**src/rtl/sand_pkg.sv**
```systemverilog
// -----------------------------------------------------------------------------
// sand_pkg
// Shared types and constants for the sand spawner.
//   spawner_state_t : stamp sequencer states
//   SAND_CELL       : cell value written for one grain of sand
// -----------------------------------------------------------------------------
package sand_pkg;

    typedef enum logic [1:0] {
        IDLE,
        REQ,
        WRITE,
        DONE
    } spawner_state_t;

    localparam logic SAND_CELL = 1'b1;

endpackage : sand_pkg

```
**src/rtl/tick_generator.sv**
```systemverilog
// -----------------------------------------------------------------------------
// tick_generator
// Free-running counter 0..DIV-1; tick_o is high for the one cycle in which
// the counter sits at its last value, i.e. the cycle it wraps back to 0.
// Ports:
//   clk_i    in   system clock
//   reset_i  in   asynchronous, active-high reset (counter -> 0)
//   tick_o   out  one-cycle tick every DIV cycles
// -----------------------------------------------------------------------------
module tick_generator #(
    parameter int DIV = 250000
) (
    input  logic clk_i,
    input  logic reset_i,
    output logic tick_o
);

    localparam int             CW   = (DIV > 1) ? $clog2(DIV) : 1;
    localparam logic [CW-1:0]  LAST = CW'(DIV - 1);

    logic [CW-1:0] count_q;
    logic [CW-1:0] count_d;

    always_comb begin
        count_d = (count_q == LAST) ? '0 : count_q + CW'(1);
    end

    // NOTE: flops use non-blocking (<=) so every register samples pre-edge
    // values; blocking here would make results depend on process order.
    always_ff @(posedge clk_i or posedge reset_i) begin
        if (reset_i) begin
            count_q <= '0;
        end else begin
            count_q <= count_d;
        end
    end

    assign tick_o = (count_q == LAST);

endmodule : tick_generator

```
**src/rtl/sand_spawner.sv**
```systemverilog
// -----------------------------------------------------------------------------
// sand_spawner
// Cursor-driven sand injector. Moves a brush cursor one cell per step tick
// from the direction buttons and, while place is held, stamps a
// BRUSH_SIZE x BRUSH_SIZE square of sand into the game-state RAM through a
// req/grant handshake shared with the game state controller.
// Ports:
//   clk_i, reset_i          clock, asynchronous active-high reset
//   btn_*_i                 synchronous, debounced button levels
//   grant_i                 controller hands us the RAM write port
//   req_o                   write-port request (REQ and WRITE states)
//   done_o                  one-cycle pulse after the last cell is written
//   wr_ram_ena_o            registered RAM write enable
//   ram_write_address_o     registered RAM address, row-major
//   ram_write_data_o        registered RAM data (sand when writing)
//   cursor_x_o, cursor_y_o  brush top-left cell
// -----------------------------------------------------------------------------
module sand_spawner #(
    parameter int ACTIVE_COLUMNS = 640,
    parameter int ACTIVE_ROWS    = 480,
    parameter int ADDR_WIDTH     = $clog2(ACTIVE_COLUMNS * ACTIVE_ROWS),
    parameter int DATA_WIDTH     = 1,
    parameter int BRUSH_SIZE     = 4,
    parameter int MOVE_DIV       = 250000
) (
    input  logic                              clk_i,
    input  logic                              reset_i,
    input  logic                              btn_up_i,
    input  logic                              btn_down_i,
    input  logic                              btn_left_i,
    input  logic                              btn_right_i,
    input  logic                              btn_place_i,
    input  logic                              grant_i,
    output logic                              req_o,
    output logic                              done_o,
    output logic                              wr_ram_ena_o,
    output logic [ADDR_WIDTH-1:0]             ram_write_address_o,
    output logic [DATA_WIDTH-1:0]             ram_write_data_o,
    output logic [$clog2(ACTIVE_COLUMNS)-1:0] cursor_x_o,
    output logic [$clog2(ACTIVE_ROWS)-1:0]    cursor_y_o
);

    import sand_pkg::*;

    localparam int XW = $clog2(ACTIVE_COLUMNS);
    localparam int YW = $clog2(ACTIVE_ROWS);
    localparam int BW = (BRUSH_SIZE > 1) ? $clog2(BRUSH_SIZE) : 1;

    // Largest top-left position that keeps the whole brush on the field;
    // this is what keeps every generated address in range.
    localparam logic [XW-1:0] X_MAX   = XW'(ACTIVE_COLUMNS - BRUSH_SIZE);
    localparam logic [YW-1:0] Y_MAX   = YW'(ACTIVE_ROWS - BRUSH_SIZE);
    localparam logic [XW-1:0] X_RESET = XW'(ACTIVE_COLUMNS / 2);
    localparam logic [YW-1:0] Y_RESET = YW'(ACTIVE_ROWS / 2);
    localparam logic [BW-1:0] B_LAST  = BW'(BRUSH_SIZE - 1);

    logic tick;

    tick_generator #(
        .DIV (MOVE_DIV)
    ) u_tick (
        .clk_i   (clk_i),
        .reset_i (reset_i),
        .tick_o  (tick)
    );

    spawner_state_t              state_q, state_d;
    logic [XW-1:0]               cursor_x_q, cursor_x_d;
    logic [YW-1:0]               cursor_y_q, cursor_y_d;
    logic [XW-1:0]               sx_q, sx_d;
    logic [YW-1:0]               sy_q, sy_d;
    logic [BW-1:0]               bx_q, bx_d;
    logic [BW-1:0]               by_q, by_d;
    logic                        wr_ena_q, wr_ena_d;
    logic [ADDR_WIDTH-1:0]       addr_q, addr_d;
    logic [DATA_WIDTH-1:0]       data_q, data_d;
    logic                        done_q, done_d;
    logic [ADDR_WIDTH-1:0]       cell_addr;

    // ---------------------------------------------------------------- cursor
    // Opposing buttons cancel; movement saturates at the field edges.
    always_comb begin
        cursor_x_d = cursor_x_q;
        cursor_y_d = cursor_y_q;
        if (tick) begin
            if (btn_right_i && !btn_left_i && (cursor_x_q < X_MAX)) begin
                cursor_x_d = cursor_x_q + XW'(1);
            end else if (btn_left_i && !btn_right_i && (cursor_x_q != '0)) begin
                cursor_x_d = cursor_x_q - XW'(1);
            end
            if (btn_down_i && !btn_up_i && (cursor_y_q < Y_MAX)) begin
                cursor_y_d = cursor_y_q + YW'(1);
            end else if (btn_up_i && !btn_down_i && (cursor_y_q != '0)) begin
                cursor_y_d = cursor_y_q - YW'(1);
            end
        end
    end

    // Row-major address of the brush cell currently being written.
    assign cell_addr = (ADDR_WIDTH'(sy_q) + ADDR_WIDTH'(by_q)) * ADDR_WIDTH'(ACTIVE_COLUMNS)
                     + (ADDR_WIDTH'(sx_q) + ADDR_WIDTH'(bx_q));

    // ------------------------------------------------------------------- FSM
    // NOTE: every signal assigned here gets a default first, so no path can
    // leave one unassigned and infer a latch.
    always_comb begin
        state_d  = state_q;
        sx_d     = sx_q;
        sy_d     = sy_q;
        bx_d     = bx_q;
        by_d     = by_q;
        wr_ena_d = 1'b0;
        addr_d   = addr_q;
        data_d   = '0;
        done_d   = 1'b0;

        case (state_q)
            IDLE: begin
                // Stamps only start on a tick, so at most one per tick.
                if (tick && btn_place_i) begin
                    sx_d    = cursor_x_q;
                    sy_d    = cursor_y_q;
                    bx_d    = '0;
                    by_d    = '0;
                    state_d = REQ;
                end
            end

            // The grant cycle in REQ already writes cell (0,0) so the first
            // write shows up the cycle after grant is first seen.
            REQ, WRITE: begin
                if (grant_i) begin
                    wr_ena_d = 1'b1;
                    addr_d   = cell_addr;
                    data_d   = {DATA_WIDTH{SAND_CELL}};
                    state_d  = WRITE;
                    if (bx_q == B_LAST) begin
                        bx_d = '0;
                        if (by_q == B_LAST) begin
                            state_d = DONE;
                        end else begin
                            by_d = by_q + BW'(1);
                        end
                    end else begin
                        bx_d = bx_q + BW'(1);
                    end
                end
            end

            DONE: begin
                // done_o is registered, so it pulses the cycle after the last
                // write is visible rather than alongside it.
                done_d  = 1'b1;
                state_d = IDLE;
            end

            default: state_d = IDLE;
        endcase
    end

    always_ff @(posedge clk_i or posedge reset_i) begin
        if (reset_i) begin
            state_q    <= IDLE;
            cursor_x_q <= X_RESET;
            cursor_y_q <= Y_RESET;
            sx_q       <= '0;
            sy_q       <= '0;
            bx_q       <= '0;
            by_q       <= '0;
            wr_ena_q   <= 1'b0;
            addr_q     <= '0;
            data_q     <= '0;
            done_q     <= 1'b0;
        end else begin
            state_q    <= state_d;
            cursor_x_q <= cursor_x_d;
            cursor_y_q <= cursor_y_d;
            sx_q       <= sx_d;
            sy_q       <= sy_d;
            bx_q       <= bx_d;
            by_q       <= by_d;
            wr_ena_q   <= wr_ena_d;
            addr_q     <= addr_d;
            data_q     <= data_d;
            done_q     <= done_d;
        end
    end

    assign req_o               = (state_q == REQ) || (state_q == WRITE);
    assign done_o              = done_q;
    assign wr_ram_ena_o        = wr_ena_q;
    assign ram_write_address_o = addr_q;
    assign ram_write_data_o    = data_q;
    assign cursor_x_o          = cursor_x_q;
    assign cursor_y_o          = cursor_y_q;

endmodule : sand_spawner

```
**config.mk**
```make
export PLATFORM = sky130hd
export DESIGN_NAME = sand_spawner
export DESIGN_NICKNAME = d
export VERILOG_FILES = /design/src/rtl/sand_pkg.sv /design/src/rtl/tick_generator.sv /design/src/rtl/sand_spawner.sv
export SDC_FILE = /design/constraint.sdc
export NUM_CORES = 1
export LEC_CHECK = 0
export CAP_MARGIN = 40
export CORE_MARGIN = 1
export CORE_UTILIZATION = 40
export DETAILED_ROUTE_END_ITERATION = 6
export GPL_TIMING_DRIVEN = 0
export PLACE_DENSITY = 0.64
export SLEW_MARGIN = 20
export SYNTH_ARGS = -nofsm -noshare
export SYNTH_HDL_FRONTEND = slang
export SYNTH_SLANG_ARGS = --single-unit
```
**constraint.sdc**
```tcl
create_clock -name clk_i -period 4.39 [get_ports clk_i]
set_clock_uncertainty 0.2 [all_clocks]
set_input_delay 0.878 -clock clk_i [delete_from_list [all_inputs] [get_ports clk_i]]
set_output_delay 0.878 -clock clk_i [all_outputs]
set_load 0.02 [all_outputs]
```
==> impl_results.md, run 1 <==
* Overall power consumption at 2160 µW
* Most used cells in the layout excluding fill and tap cells: sky130_fd_sc_hd__dfrtp_1 (77), sky130_fd_sc_hd__nand2_1 (57), sky130_fd_sc_hd__clkdlybuf4s50_1 (48)
* Largest net degree at the start of global routing at 49
* Total clock buffers created by CTS at 9
* Area fraction of the dominant cell type after synthesis at 0.376
* Wire length of the first global-routing pass at 17.5 mm
* Top-Level Pins at 50
* Min-delay worst type: flip-flop to flip-flop
* Count of yosys warnings during synthesis at 0
* #FFs+latches synth at 83
* Worst voltage drop across the vdd grid at approximately 170 µV
* Maximum achievable frequency at 0.245 GHz
* Number of non-filler instances in the completed layout at 748
* Share of total power in the clock network at 0.376
* Worst reg2reg startpoint: by_q[0]$_DFFE_PP0P_
* Post-Syn Instances at between 500 and 600
* HPWL after detailed placement at 7.75 mm
* Clock H-tree levels at 3
* Status: finished, final reports clean
* Minimum clock period at around 4100 ps
* Count of unique library cells instantiated by Yosys at 50
* Sinks on Clock Net at 83
* Vias in the first global route at 3,799
* Congestion Overflow GR at 0
* Final setup violation count at 0
* Critical Path Fanout Max at 5
* Arrival time worst endpoint at 4090 ps
* Global routing usage summed across all routing layers at 0.167
* Register area share after synthesis at 0.407
* Placed Cells at 732
* Floorplan Core Area at 12,300 µm²
* Largest area contributor in the synthesized netlist: sky130_fd_sc_hd__dfrtp_1
* Hold bufs inserted after CTS at 0
* Die Width at 115 µm
* Hold_ws at 257 ps
* Kind of start point of the critical path: flip-flop
* Via density at 5.15
* Relative slew margins at 0.458
* Number of antenna repair diodes at 0
* Number of flops mapped to enable cells by yosys at 0
* Number of fill cells at 1,149
* Clock tree from TritonCTS: built
* Final antenna-violating net count at 0
* Transition time of the tightest slew-check pin at 808 ps
* PortBufs at 48
* Clk_lat worst skew at 340 ps
* Max-cap check violation count at 0
* Avg WL per Cell at 13.8 µm
* Area grow syn2layout at 20.4%
* WS Path Type: flip-flop to flip-flop
* Die boundary height at around 120 µm
* Most common cell after layout, fill and taps aside: sky130_fd_sc_hd__dfrtp_1
* Fraction of synthesis flops using an asynchronous set or reset pin at 1.00
* Sequential cell fraction of total power at 0.398
* Post-layout net count at 629
* Worst EP required at between 4000 and 5000 ps
* Number of DRC markers after the initial detailed-route iteration at 181
* Net switching power figure at 648 µW
* Number of pins with negative max-slew slack in the final report at 0
* Final Hold Fails at 0
* Count of vias placed by the detailed router at 3,854
* Sw Share at 0.300
* Cell Pwr Density at 350 nW/µm²
* Gpl congestion at 0.835
* Static Leak at around 0.0028 µW
* Worst reg-to-reg setup slack at a little over 300 ps
* Layout cells sized above 1 at 0.0914
* Die Footprint at 13,300 µm²
* Mean post-synth cell area at 9.94 µm²
* Syn Nets at 569
* Critical path endpoint: ram_write_address_o[18]$_DFFE_PP0P_
* Clock Tree Buf Depth at 2
* Combinational share of power at 0.226
* Antenna violations before repair at 0
* DRC Markers at 0
* Most used flip-flop cell after synthesis: sky130_fd_sc_hd__dfrtp_1
* Final WL at 10.3 mm
* Post-place setup slack at 275 ps
* Depth of the worst register-to-register path at 14
* Final worst-path setup slack at 307 ps
* Post-synthesis cell area at 5120 µm²
* Post-Route Setup TNS at 0 ps
* Initial core utilization at 0.418
* Clock root buffer: sky130_fd_sc_hd__clkbuf_16
* Crit end category: flip-flop
* Unrepaired setup endpoints after global routing: no
* Count of TritonRoute iterations in the first routing pass at 4
* Period utilization at 0.930
* Crit. Startpoint: by_q[0]$_DFFE_PP0P_
* Endpoint of the lowest-slack register-to-register path: ram_write_address_o[18]$_DFFE_PP0P_
* Biggest area contributors in the synthesized netlist: sky130_fd_sc_hd__dfrtp_1 (38%), sky130_fd_sc_hd__ha_1 (10%), sky130_fd_sc_hd__xor2_1 (5.8%), sky130_fd_sc_hd__xnor2_1 (5.3%), sky130_fd_sc_hd__o21ai_0 (4.3%)
* Standard-cell row count at 40
* Post-CTS clock slew at the launch and capture registers of the worst setup and hold paths at ~60 ps
* Internal power at 1510 µW
power groups by stage:
stage | Sequential (µW) | Combinational [µW] | Clock (µW)
floorplan | 891 | 295 | 0
global placement | 870 | 474 | 0
detailed placement | 873 | 494 | 0
CTS | 859 | 495 | 832
global route | 864 | 548 | 867
finish | 859 | 488 | 811
cell families after synthesis:
family / after synthesis / synth area share
AOI/OAI and AO/OA: 95 / 0.113
xor gates and xnor gates: 65 / 0.111
adders and majority gates: 46 / 0.120
buffers and inverters: 22 / 0.0183
DFF: 83 / 0.407
muxes: 22 / 0.0557
and+or+nand+nor: 182 / 0.175
per-stage QoR:
stage / area, µm² / util
finish: 6170 / 0.503
global route: 6170 / 0.503
CTS: 6160 / 0.502
detailed placement: 5840 / 0.476
global placement: 5810 / 0.474
floorplan: 5120 / -
state kept, by name (all words and copies together), names as in the netlist:
name / count
u_tick.count_q: 18
sy_q: 9
ram_write_address_o: 19
bx_q: 2
state_q: 2
cursor_y_o: 9
cursor_x_o: 10
done_o: 1
by_q: 2
sx_q: 10
ram_write_data_o: 1
cells in the mapped netlist (9+ instances only):
| cell | n |
|---|---|
| sky130_fd_sc_hd__dfrtp_1 | 77 |
| sky130_fd_sc_hd__nand2_1 | 57 |
| sky130_fd_sc_hd__o21ai_0 | 44 |
| sky130_fd_sc_hd__ha_1 | 41 |
| sky130_fd_sc_hd__nor2_1 | 41 |
| sky130_fd_sc_hd__xor2_1 | 34 |
| sky130_fd_sc_hd__xnor2_1 | 31 |
| sky130_fd_sc_hd__nand3_1 | 23 |
| sky130_fd_sc_hd__a21oi_1 | 13 |
| sky130_fd_sc_hd__nor3_1 | 13 |
| sky130_fd_sc_hd__mux2_2 | 12 |
| sky130_fd_sc_hd__nor2b_1 | 11 |
| sky130_fd_sc_hd__clkbuf_1 | 10 |
| sky130_fd_sc_hd__inv_1 | 10 |
| sky130_fd_sc_hd__mux2_4 | 10 |
| sky130_fd_sc_hd__and3_1 | 9 |
worst min-delay path by stage:
stage	start	end	slack, ps	depth (start not counted)
6_report	u_tick.count_q[0]$_DFF_PP0_	u_tick.count_q[0]$_DFF_PP0_	260	1
5_1_grt	ram_write_address_o[4]$_DFFE_PP0P_	ram_write_address_o[4]$_DFFE_PP0P_	300	2
4_1_cts	u_tick.count_q[0]$_DFF_PP0_	u_tick.count_q[0]$_DFF_PP0_	260	1
3_5_place_dp	u_tick.count_q[0]$_DFF_PP0_	u_tick.count_q[0]$_DFF_PP0_	260	1
3_3_place_gp	u_tick.count_q[0]$_DFF_PP0_	u_tick.count_q[0]$_DFF_PP0_	240	1
2_1_floorplan	u_tick.count_q[0]$_DFF_PP0_	u_tick.count_q[0]$_DFF_PP0_	230	1
layer usage:
layer	up-vias	part of all wire	track usage
met5	-	0	0
met4	0	0.011	0.0476
met3	8	0.031	0.0459
met2	55	0.49	0.280
met1	1851	0.47	0.210
li1	1940	-	-
what timing repair did:
action	CTS	global route
buffers inserted	0	0
setup endpoints to repair	0	1
gates resized for setup	0	1
layout make-up:
cell class,instances,area [µm²],share of cell area
Multi-Input combinational cell,410,2950,0.478
Inverter,10,40.0,0.00649
Timing Repair Buffer,49,508,0.0824
Clock inverter,6,90.1,0.0146
Buffer,12,56.3,0.00913
Clock buffer,10,229,0.0371
Sequential cell,83,2080,0.338
Tap cell,168,210,0.0341
critical path, stage by stage (launching register included):
cell and delay, ps:
sky130_fd_sc_hd__dfrtp_1 420, sky130_fd_sc_hd__ha_1 230, sky130_fd_sc_hd__fa_1 400, sky130_fd_sc_hd__and3_1 190, sky130_fd_sc_hd__xnor2_1 180, sky130_fd_sc_hd__inv_1 80
sky130_fd_sc_hd__ha_1 320, sky130_fd_sc_hd__fa_1 470, sky130_fd_sc_hd__and3_1 200, sky130_fd_sc_hd__o21a_1 240, sky130_fd_sc_hd__or4b_1 470, sky130_fd_sc_hd__nand3_1 140
sky130_fd_sc_hd__nor3b_2 200, sky130_fd_sc_hd__xnor2_1 130, sky130_fd_sc_hd__o21ai_0 80
No activity file was read; power rests on OpenSTA's default activity.
==> inputs of run 2 (changes only) <==
--- a/config.mk
+++ b/config.mk
@@ -9,7 +9,6 @@
 export CORE_MARGIN = 1
 export CORE_UTILIZATION = 40
 export DETAILED_ROUTE_END_ITERATION = 6
-export GPL_TIMING_DRIVEN = 0
 export PLACE_DENSITY = 0.64
 export SLEW_MARGIN = 20
 export SYNTH_ARGS = -nofsm -noshare
==> impl_results.md, run 2 (synthesis results as in run 1) <==
* Status: finished, final reports clean
* Largest net degree at the start of global routing at 38
* Gpl congestion at 0.864
* Minimum clock period at approximately 4000 ps
* Clk_lat worst skew at 340 ps
* Standard-cell row count at 40
* Number of antenna repair diodes at 0
* Crit. Startpoint: by_q[0]$_DFFE_PP0P_
* Die boundary height at roughly 120 µm
* Hold_ws at 268 ps
* Via density at 5.13
* Count of TritonRoute iterations in the first routing pass at 4
* Wire length of the first global-routing pass at 17.1 mm
* Number of fill cells at approximately 1,100
* Maximum achievable frequency at 0.248 GHz
* Hold bufs inserted after CTS at 0
* Most used cells in the layout excluding fill and tap cells: sky130_fd_sc_hd__dfrtp_1 (77), sky130_fd_sc_hd__nand2_1 (57), sky130_fd_sc_hd__clkdlybuf4s50_1 (49)
* Max-cap check violation count at 0
* Period utilization at 0.919
* Final Hold Fails at 0
* Critical Path Fanout Max at 5
* Worst reg2reg startpoint: by_q[0]$_DFFE_PP0P_
* Post-layout net count at 622
* Number of pins with negative max-slew slack in the final report at 0
* Avg WL per Cell at 13.7 µm
* Overall power consumption at ~2200 µW
* Die Width at 115 µm
* Number of flip-flops under the largest register name at 19
* Final antenna-violating net count at 0
* Top-Level Pins at 50
* Clock H-tree levels at 3
* DRC Markers at 0
* Most common cell after layout, fill and taps aside: sky130_fd_sc_hd__dfrtp_1
* Post-CTS setup repair buffer count at 0
* Kind of start point of the critical path: flip-flop
* Crit end category: flip-flop
* Clock tree from TritonCTS: built
* Sinks on Clock Net at between 80 and 90
* PortBufs at between 40 and 50
* Static Leak at between 0.002 and 0.003 µW
* Clock root buffer: sky130_fd_sc_hd__clkbuf_16
* Initial core utilization at 0.418
* Total clock buffers created by CTS at 9
* Relative slew margins at 0.505
* Floorplan Core Area at 12,300 µm²
* Count of vias placed by the detailed router at 3,805
* Cell Pwr Density at 353 nW/µm²
* Number of DRC markers after the initial detailed-route iteration at 147
* HPWL after detailed placement at 7.64 mm
* Layout cells sized above 1 at 0.0977
* Post-Route Setup TNS at 0 ps
* Die Footprint at 13,300 µm²
* Arrival time worst endpoint at approximately 4100 ps
* Final setup violation count at 0
* WS Path Type: flip-flop to flip-flop
* Critical hold path startpoint: u_tick.count_q[0]$_DFF_PP0_
* Post-CTS clock slew at the launch and capture registers of the worst setup and hold paths at 60 ps
* Final WL at 10.2 mm
* Vias in the first global route at 3,701
* Clock Tree Buf Depth at 2
* Transition time of the tightest slew-check pin at 734 ps
* Area grow syn2layout at 20.2%
* Worst voltage drop across the vdd grid at approximately 200 µV
* Min-delay worst type: flip-flop to flip-flop
* Unrepaired setup endpoints after global routing: no
* Worst EP required at roughly 4400 ps
* Congestion Overflow GR at 0
* Global routing usage summed across all routing layers at 0.165
* Final core utilization at 0.502
* Number of instances resized during post-cts repair at 0
* Antenna violations before repair at 0
==> run 2: per-stage QoR <==
step	setup slack [ps]	instance area [µm²]	std cells
finish	354	6160	741
CTS	252	6140	741
global placement	381	5790	723
detailed placement	255	5820	725
floorplan	569	5120	515
global route	23.1	6160	741
==> run 2: area by class of cell <==
class                           instances  area (µm²)  share of cell area
Inverter                               10        38.8             0.00630
Sequential cell                        83        2080               0.339
Clock inverter                          4        72.6              0.0118
Tap cell                              168         210              0.0341
Timing Repair Buffer                   54         539              0.0876
Clock buffer                           12         256              0.0417
Multi-Input combinational cell        410        2950               0.480
==> run 2: worst paths after layout <==
check,cells after the start,slack [ps],to
worst max-delay path,14,350,ram_write_address_o[18]$_DFFE_PP0P_
min in group asynchronous,2,710,cursor_x_o[3]$_DFFE_PP0P_
worst max register to register,14,350,ram_write_address_o[18]$_DFFE_PP0P_
max in group asynchronous,3,2440,ram_write_address_o[16]$_DFFE_PP0P_
worst min register to register,1,270,u_tick.count_q[0]$_DFF_PP0_
worst min-delay path,1,270,u_tick.count_q[0]$_DFF_PP0_
==> run 2: per-layer routing <==
layer  GRT usage  wire length (µm)  vias up
met2       0.276              4940       48
met4      0.0554               123        0
met1       0.204              4780     1831
met3      0.0496               333       11
li1            -                 -     1915
met5           0                 0        -
==> run 2: critical path, stage by stage (launching register included) <==
cell and delay [ps]:
sky130_fd_sc_hd__dfrtp_1 430, sky130_fd_sc_hd__ha_1 230, sky130_fd_sc_hd__fa_1 400, sky130_fd_sc_hd__and3_1 180, sky130_fd_sc_hd__xnor2_1 170, sky130_fd_sc_hd__inv_1 90
sky130_fd_sc_hd__ha_1 320, sky130_fd_sc_hd__fa_1 470, sky130_fd_sc_hd__and3_1 200, sky130_fd_sc_hd__o21a_1 240, sky130_fd_sc_hd__or4b_1 490, sky130_fd_sc_hd__nand3_2 110
sky130_fd_sc_hd__nor3b_2 180, sky130_fd_sc_hd__xnor2_1 130, sky130_fd_sc_hd__o21ai_0 80
==> run 2: where the power goes <==
group          internal (µW)  total [µW]  leakage [µW]  switching, µW
sequential               817         859       0.00111           42.4
combinational            198         485       0.00159            287
clock                    528         831      0.000159            302
